<file path="config.mk">
export PLATFORM = sky130hd
export DESIGN_NAME = fenotipo_serial_loader
export DESIGN_NICKNAME = d
export VERILOG_FILES = /design/src/rtl/fenotipo_pkg.sv /design/src/rtl/fenotipo_serial_loader_shadow.sv /design/src/rtl/fenotipo_serial_loader.sv
export SDC_FILE = /design/constraint.sdc
export NUM_CORES = 2
export LEC_CHECK = 0
export CAP_MARGIN = 10
export CORE_MARGIN = 8
export CORE_UTILIZATION = 30
export CTS_BUF_LIST = sky130_fd_sc_hd__clkbuf_16
export CTS_CLUSTER_SIZE = 8
export DETAILED_ROUTE_END_ITERATION = 16
export DONT_BUFFER_PORTS = 1
export GPL_TIMING_DRIVEN = 0
export HOLD_SLACK_MARGIN = 0.1
export SYNTH_ARGS = -nofsm -noshare
export SYNTH_HDL_FRONTEND = slang
export SYNTH_SLANG_ARGS = --single-unit
</file>
<file path="constraint.sdc">
create_clock -name clk -period 2.3 [get_ports clk]
set_input_delay 0.23 -clock clk [delete_from_list [all_inputs] [get_ports clk]]
set_output_delay 0.23 -clock clk [all_outputs]
set_load 0.03 [all_outputs]
</file>
<file path="src/rtl/fenotipo_pkg.sv">
// Shared definitions for the serial phenotype loader.
// Holds the loader state encoding and the helpers that size the chromosome and
// locate the LE / output fields inside it.
package fenotipo_pkg;

  localparam int unsigned DEF_N_LES    = 29;
  localparam int unsigned DEF_LE_BITS  = 15;
  localparam int unsigned DEF_N_OUTS   = 8;
  localparam int unsigned DEF_OUT_BITS = 6;
  localparam int unsigned DEF_IN_W     = 8;

  typedef enum logic [1:0] {
    IDLE = 2'd0,
    LOAD = 2'd1,
    CHK  = 2'd2,
    FULL = 2'd3
  } state_t;

  // Total chromosome width: LE fields followed by output selector fields.
  function automatic int unsigned chrom_width(input int unsigned n_les,
                                              input int unsigned le_bits,
                                              input int unsigned n_outs,
                                              input int unsigned out_bits);
    return n_les * le_bits + n_outs * out_bits;
  endfunction

  // Number of stream beats needed to carry chrom_w bits.
  function automatic int unsigned beat_count(input int unsigned chrom_w,
                                             input int unsigned in_w);
    return (chrom_w + in_w - 1) / in_w;
  endfunction

  // LSB of LE k inside the chromosome.
  function automatic int unsigned le_lsb(input int unsigned k,
                                         input int unsigned le_bits);
    return k * le_bits;
  endfunction

  // LSB of output selector j inside the chromosome.
  function automatic int unsigned out_lsb(input int unsigned j,
                                          input int unsigned n_les,
                                          input int unsigned le_bits,
                                          input int unsigned out_bits);
    return n_les * le_bits + j * out_bits;
  endfunction

endpackage

</file>
<file path="src/rtl/fenotipo_serial_loader_shadow.sv">
// cromossomo_shadow: shadow chromosome register, beat counter and (optionally)
// the running XOR of the data beats.
// Optional feature macro: FENOTIPO_CHECKSUM_EN (adds the csum output).
// Ports:
//   clk, rst      clock, synchronous active-high reset
//   wr            store data at beat slot 'count' and advance the counter
//   clr_cnt       restart the beat counter (and checksum accumulator)
//   clr_all       clear shadow, counter and accumulator
//   data          incoming beat
//   chrom         shadow chromosome contents
//   last_beat     the next stored beat is the final data beat
//   csum          XOR of stored data beats, padding bits zeroed (feature only)
module cromossomo_shadow
  import fenotipo_pkg::*;
#(
  parameter int unsigned CHROM_W = 483,
  parameter int unsigned IN_W    = 8
) (
  input  logic               clk,
  input  logic               rst,
  input  logic               wr,
  input  logic               clr_cnt,
  input  logic               clr_all,
  input  logic [IN_W-1:0]    data,
  output logic [CHROM_W-1:0] chrom,
  output logic               last_beat
`ifdef FENOTIPO_CHECKSUM_EN
  ,
  output logic [IN_W-1:0]    csum
`endif
);

  localparam int unsigned BEATS = beat_count(CHROM_W, IN_W);
  localparam int unsigned CNT_W = $clog2(BEATS + 1);

  logic [CNT_W-1:0]   count;
  logic [CHROM_W-1:0] wr_data_c;
  logic [CHROM_W-1:0] wr_mask_c;

  // Map every chromosome bit to its beat slot; padding bits of the last beat
  // have no slot and are simply never written.
  for (genvar b = 0; b < BEATS; b++) begin : g_beat
    for (genvar k = 0; k < IN_W; k++) begin : g_bit
      if (b * IN_W + k < CHROM_W) begin : g_map
        assign wr_data_c[b*IN_W+k] = data[k];
        assign wr_mask_c[b*IN_W+k] = wr && (count == CNT_W'(b));
      end
    end
  end

  // Shadow register: one beat slot updated per write.
  always_ff @(posedge clk) begin
    if (rst || clr_all) begin
      chrom <= '0;
    end else begin
      chrom <= (chrom & ~wr_mask_c) | (wr_data_c & wr_mask_c);
    end
  end

  // Beat counter with a registered look-ahead flag for the final data beat.
  always_ff @(posedge clk) begin
    if (rst || clr_all || clr_cnt) begin
      count     <= '0;
      last_beat <= (BEATS == 1);
    end else if (wr) begin
      count     <= count + CNT_W'(1);
      last_beat <= ((count + CNT_W'(1)) == CNT_W'(BEATS - 1));
    end
  end

`ifdef FENOTIPO_CHECKSUM_EN
  localparam int unsigned      PAD_W     = BEATS * IN_W - CHROM_W;
  localparam logic [IN_W-1:0]  LAST_MASK = {IN_W{1'b1}} >> PAD_W;

  logic [IN_W-1:0] beat_x_c;

  // Padding bits do not contribute to the checksum.
  always_comb begin
    beat_x_c = data;
    if (last_beat) begin
      beat_x_c = data & LAST_MASK;
    end
  end

  // Running XOR of the accepted data beats.
  always_ff @(posedge clk) begin
    if (rst || clr_all || clr_cnt) begin
      csum <= '0;
    end else if (wr) begin
      csum <= csum ^ beat_x_c;
    end
  end
`endif

endmodule

</file>
<file path="src/rtl/fenotipo_serial_loader.sv">
// fenotipo_serial_loader: streams a chromosome into a shadow register and
// commits it atomically to the active configuration driving the genetic circuit.
// Optional feature macro: FENOTIPO_CHECKSUM_EN (trailing XOR checksum beat).
// Ports:
//   clk, rst      clock, synchronous active-high reset
//   s_data/s_valid/s_ready   chromosome beat stream
//   abort         discard the partial or complete shadow
//   apply         commit request (ignored when AUTO_APPLY=1)
//   conf_les      active LE fields, LE k at [k*LE_BITS +: LE_BITS]
//   conf_outs     active output fields, output j at [j*OUT_BITS +: OUT_BITS]
//   conf_valid    active register holds a committed chromosome
//   applied       one-cycle pulse on commit
//   loading       load in progress (LOAD/CHK)
//   err           one-cycle pulse on checksum failure
module fenotipo_serial_loader
  import fenotipo_pkg::*;
#(
  parameter int unsigned N_LES      = DEF_N_LES,
  parameter int unsigned LE_BITS    = DEF_LE_BITS,
  parameter int unsigned N_OUTS     = DEF_N_OUTS,
  parameter int unsigned OUT_BITS   = DEF_OUT_BITS,
  parameter int unsigned IN_W       = DEF_IN_W,
  parameter int unsigned AUTO_APPLY = 0
) (
  input  logic                        clk,
  input  logic                        rst,
  input  logic [IN_W-1:0]             s_data,
  input  logic                        s_valid,
  output logic                        s_ready,
  input  logic                        abort,
  input  logic                        apply,
  output logic [N_LES*LE_BITS-1:0]    conf_les,
  output logic [N_OUTS*OUT_BITS-1:0]  conf_outs,
  output logic                        conf_valid,
  output logic                        applied,
  output logic                        loading,
  output logic                        err
);

  localparam int unsigned LES_W    = N_LES * LE_BITS;
  localparam int unsigned OUTS_W   = N_OUTS * OUT_BITS;
  localparam int unsigned CHROM_W  = chrom_width(N_LES, LE_BITS, N_OUTS, OUT_BITS);
  localparam int unsigned OUTS_LSB = out_lsb(0, N_LES, LE_BITS, OUT_BITS);

`ifdef FENOTIPO_CHECKSUM_EN
  localparam state_t DATA_DONE = CHK;
`else
  localparam state_t DATA_DONE = FULL;
`endif

  state_t             state;
  state_t             state_next;
  logic               wr_c;
  logic               clr_cnt_c;
  logic               clr_all_c;
  logic               commit_c;
  logic               last_beat;
  logic [CHROM_W-1:0] chrom;
`ifdef FENOTIPO_CHECKSUM_EN
  logic [IN_W-1:0]    csum;
  logic               err_c;
`endif

  cromossomo_shadow #(
    .CHROM_W (CHROM_W),
    .IN_W    (IN_W)
  ) u_shadow (
    .clk       (clk),
    .rst       (rst),
    .wr        (wr_c),
    .clr_cnt   (clr_cnt_c),
    .clr_all   (clr_all_c),
    .data      (s_data),
    .chrom     (chrom),
    .last_beat (last_beat)
`ifdef FENOTIPO_CHECKSUM_EN
    ,
    .csum      (csum)
`endif
  );

  // State register.
  always_ff @(posedge clk) begin
    if (rst) begin
      state <= IDLE;
    end else begin
      state <= state_next;
    end
  end

  // Next state and shadow control. s_ready is high in every state but FULL,
  // so a valid beat outside FULL is a transfer unless abort drops it.
  always_comb begin
    state_next = state;
    wr_c       = 1'b0;
    clr_cnt_c  = 1'b0;
    clr_all_c  = 1'b0;
    commit_c   = 1'b0;
`ifdef FENOTIPO_CHECKSUM_EN
    err_c      = 1'b0;
`endif
    case (state)
      IDLE: begin
        if (s_valid) begin
          wr_c       = 1'b1;
          state_next = last_beat ? DATA_DONE : LOAD;
        end
      end
      LOAD: begin
        if (abort) begin
          clr_cnt_c  = 1'b1;
          state_next = IDLE;
        end else if (s_valid) begin
          wr_c = 1'b1;
          if (last_beat) begin
            state_next = DATA_DONE;
          end
        end
      end
`ifdef FENOTIPO_CHECKSUM_EN
      CHK: begin
        if (abort) begin
          clr_cnt_c  = 1'b1;
          state_next = IDLE;
        end else if (s_valid) begin
          if (s_data == csum) begin
            state_next = FULL;
          end else begin
            err_c      = 1'b1;
            clr_all_c  = 1'b1;
            state_next = IDLE;
          end
        end
      end
`endif
      FULL: begin
        if (abort) begin
          clr_cnt_c  = 1'b1;
          state_next = IDLE;
        end else if ((AUTO_APPLY != 0) || apply) begin
          commit_c   = 1'b1;
          clr_cnt_c  = 1'b1;
          state_next = IDLE;
        end
      end
      default: state_next = IDLE;
    endcase
  end

  // Registered status outputs and the active configuration register.
  always_ff @(posedge clk) begin
    if (rst) begin
      s_ready    <= 1'b1;
      loading    <= 1'b0;
      applied    <= 1'b0;
      conf_valid <= 1'b0;
      conf_les   <= '0;
      conf_outs  <= '0;
    end else begin
      s_ready <= (state_next != FULL);
      loading <= (state_next == LOAD) || (state_next == CHK);
      applied <= commit_c;
      if (commit_c) begin
        conf_les   <= chrom[LES_W-1:0];
        conf_outs  <= chrom[OUTS_LSB +: OUTS_W];
        conf_valid <= 1'b1;
      end
    end
  end

`ifdef FENOTIPO_CHECKSUM_EN
  // Checksum failure pulse.
  always_ff @(posedge clk) begin
    if (rst) begin
      err <= 1'b0;
    end else begin
      err <= err_c;
    end
  end
`else
  assign err = 1'b0;
`endif

endmodule

</file>
==> impl_metrics.toml <==
[outcome]
status = "finished, violations left"
violations = "setup timing"

[logic_synthesis]
synthesis.nets = 3855
synth.cell_area_um2 = 35400
yosysUniqueCellTypes = 40
syn_avg_cell_area_um2 = 9.22
synthCells = 3836
ys.warnings.count = 0
yosysSeqAreaShare = 0.554
ys_ff_latch = 979

[pwr]
p_sw_mw = 8.22
powerDensity_nw_per_um2 = 887
pwr-share-clk = 0.511
power_frac_comb = 0.027
switching_share = 0.223
leakage_nw = 17.9
p_seq_frac = 0.462
max-vdd-ir-drop_uv = 724
intPower_mw = 28.7
finalPower_mw = 36.9

[worst_setup_path]
reg2reg_from = "u_shadow.count[0]"
required_ns = 2.94
path_class = "flop to flop"
r2r_slack_ns = -0.06
critPathMaxFanout = 8
startpoint = "u_shadow.count[0]"
r2r_cells = 7
worstSetupStartpointType = "flop"
worst-endpoint-arrival_ns = 3.00
critPathCaptureType = "flop"

[worst_hold_path]
hold_class = "primary input to flop"
hp-start = "apply"
holdPathStages = 4

[timing]
worst_slew_pin_slew_ns = 1.14
slew-limit-headroom = 0.241
hold_violations = 0
fin_tns_setup_ns = -0.606
setup_violations = 16
max_freq_mhz = 424
slew_violations = 0
setup_slack_ns = -0.0604
period_share = 1.03
fin_crit_ns = 2.36
fin_worst_skew_ns = 0.0208
rsz0062_at_grt = "yes"

[die]
die_x_um = 359
die_area_um2 = 129000
coreArea_um2 = 118000
row_count = 126
io_pins = 501
dieHeight_um = 359
start_util = 0.301

[route]
wl_per_cell_um = 21.3
ant_nets = 0
drt-pass1-iter-count = 5
num_vias = 26300
avgViaCountPerCell = 4.74
drc = 0
drt-total-wl_um = 118000
initialDrtViolationCount = 1554

[clock_tree]
h-tree-depth = 4
insertion_delay_ns = 0.75
cts_tree = "done"
cts_made_buffers = 143
clk_pin_slew_ns = 0.05
cts_sinks = 979
clockBufferDepth = 3
clock-root-buffer = "clkbuf_16"

[place]
io_buffers = 0
gp_congestion = 0.815
place_area_um2 = 37300
dp_hpwl_um = 84700

[grt]
grt_usage = 0.177
first_global_vias = 25800
grt_overflow = 0
grt_max_degree = 17
antenna_found_initial = 8
grt_pass1_wl_um = 173000

[layout]
layout-drive-gt1-share = 0.0970
fin_nets = 4015
nFillCells = 12000
post-route-cell-area_um2 = 41700
syn_to_final_growth_pct = 17.8
multi_input_area_um2 = 14400
post-route-util = 0.354
ff_latch_area_um2 = 19600

[flow_run]
cap_violations = 0
==> routing by layer <==
metal | GRT usage | share of wire | up-vias
li1 | - | - | 12900
met1 | 0.212 | 0.42 | 12600
met2 | 0.293 | 0.47 | 658
met3 | 0.0619 | 0.074 | 199
met4 | 0.0644 | 0.034 | 2
met5 | 0 | 0.00011 | -
==> layout make-up <==
class / count / area share
Buffer: 306 / 0.0398
Timing Repair Buffer: 16 / 0.00360
Sequential cell: 979 / 0.470
Antenna cell: 4 / 0.000240
Clock inverter: 24 / 0.00634
Clock buffer: 147 / 0.0883
Tap cell: 1536 / 0.0461
Inverter: 3 / 0.000270
Multi-Input combinational cell: 2547 / 0.345
==> cells in the final DEF (no fill, tap or decap), types with 2 or more instances in the layout <==
| master | n |
|---|---|
| a21oi_1 | 486 |
| and2b_2 | 2 |
| and3_1 | 4 |
| and3b_1 | 4 |
| and3b_2 | 4 |
| buf_1 | 4 |
| buf_2 | 98 |
| buf_4 | 11 |
| buf_6 | 10 |
| buf_8 | 4 |
| bufinv_16 | 2 |
| clkbuf_1 | 153 |
| clkbuf_16 | 147 |
| clkbuf_2 | 6 |
| clkbuf_4 | 2 |
| clkbuf_8 | 21 |
| clkinv_1 | 5 |
| clkinv_16 | 2 |
| clkinv_2 | 2 |
| clkinv_8 | 2 |
| dfxtp_1 | 979 |
| diode_2 | 4 |
| dlygate4sd3_1 | 12 |
| ha_1 | 6 |
| inv_1 | 8 |
| inv_6 | 5 |
| mux2i_1 | 483 |
| nand2_1 | 970 |
| nand3_1 | 5 |
| nand4_1 | 2 |
| nand4_2 | 19 |
| nand4_4 | 41 |
| nor2_1 | 491 |
| nor2b_1 | 6 |
| nor3b_4 | 4 |
| xnor2_1 | 2 |
| xor2_1 | 5 |
==> worst max-delay path, cell delays in order (launching register included) <==
cell	delay (ns)
dfxtp_1	0.35
inv_1	0.13
ha_1	0.22
and3b_2	0.18
clkbuf_1	0.46
nand4_2	0.54
mux2i_1	0.31
nor2_1	0.05
==> cells by family (layout without fill, tap and decap cells) <==
family / after synthesis / in the layout / share of synthesized area
DFF: 979 / 979 / 0.554
buffers and inverters: 310 / 496 / 0.0471
xor gates and xnor gates: 7 / 7 / 0.00173
AOI/OAI and AO/OA: 489 / 489 / 0.0695
muxes: 483 / 483 / 0.137
adders and majority gates: 6 / 6 / 0.00212
other: 1 / 5 / 0.000106
and+or+nand+nor: 1561 / 1561 / 0.189
==> final timing paths <==
path | to
worst max-delay path | flop
worst min-delay path | conf_les[229]
worst max register to register | flop
worst min register to register | conf_les[232]
==> repair_timing <==
| item | in CTS | in global routing |
|---|---|---|
| endpoints found under the hold margin | 98 | 0 |
| buffers inserted | 4 | 0 |
| hold buffers | 12 | 0 |
| resized for setup | 8 | 28 |
| pin swaps | 1 | 0 |
| endpoints found under the setup margin | 481 | 155 |
==> synth_stat cells (all sizes together) <==
library cell,n,share of area
mux2i,483,0.14
a22o,1,0.00025
and3b,8,0.0021
nor2b,6,0.0011
nor2,492,0.052
or3,1,0.00018
a21oi,486,0.069
xnor2,2,0.00050
and3,5,0.00092
nand4,62,0.025
o21bai,1,0.00021
nand2,971,0.10
and2b,2,0.00050
nand2b,1,0.00018
buf,124,0.021
clkbuf,183,0.026
conb,1,0.00011
xor2,5,0.0012
nor3b,4,0.0021
and2,2,0.00039
inv,3,0.00032
dfxtp,979,0.55
a32o,1,0.00028
ha,6,0.0021
nand3,6,0.00085
nor3,1,0.00028
==> power by group through the flow <==
stage | combinational (mW) | clock (mW) | sequential (mW)
floorplan | 0.575 | 0 | 17.4
global placement | 0.977 | 0 | 17.4
detailed placement | 0.980 | 0 | 17.4
CTS | 1.00 | 19.4 | 17.0
global route | 1.08 | 20.1 | 17.0
finish | 1.00 | 18.9 | 17.1
==> per-stage QoR <==
stage | cells | hold WS [ns] | setup slack (ns)
floorplan | 3836 | 0.432 | 0.624
global placement | 5372 | 0.438 | -0.750
detailed placement | 5372 | 0.444 | -0.661
CTS | 5559 | 0.157 | -0.0564
global route | 5559 | 0.184 | -0.196
finish | 5562 | 0.192 | -0.0604
No activity file was read; power rests on OpenSTA's default activity.
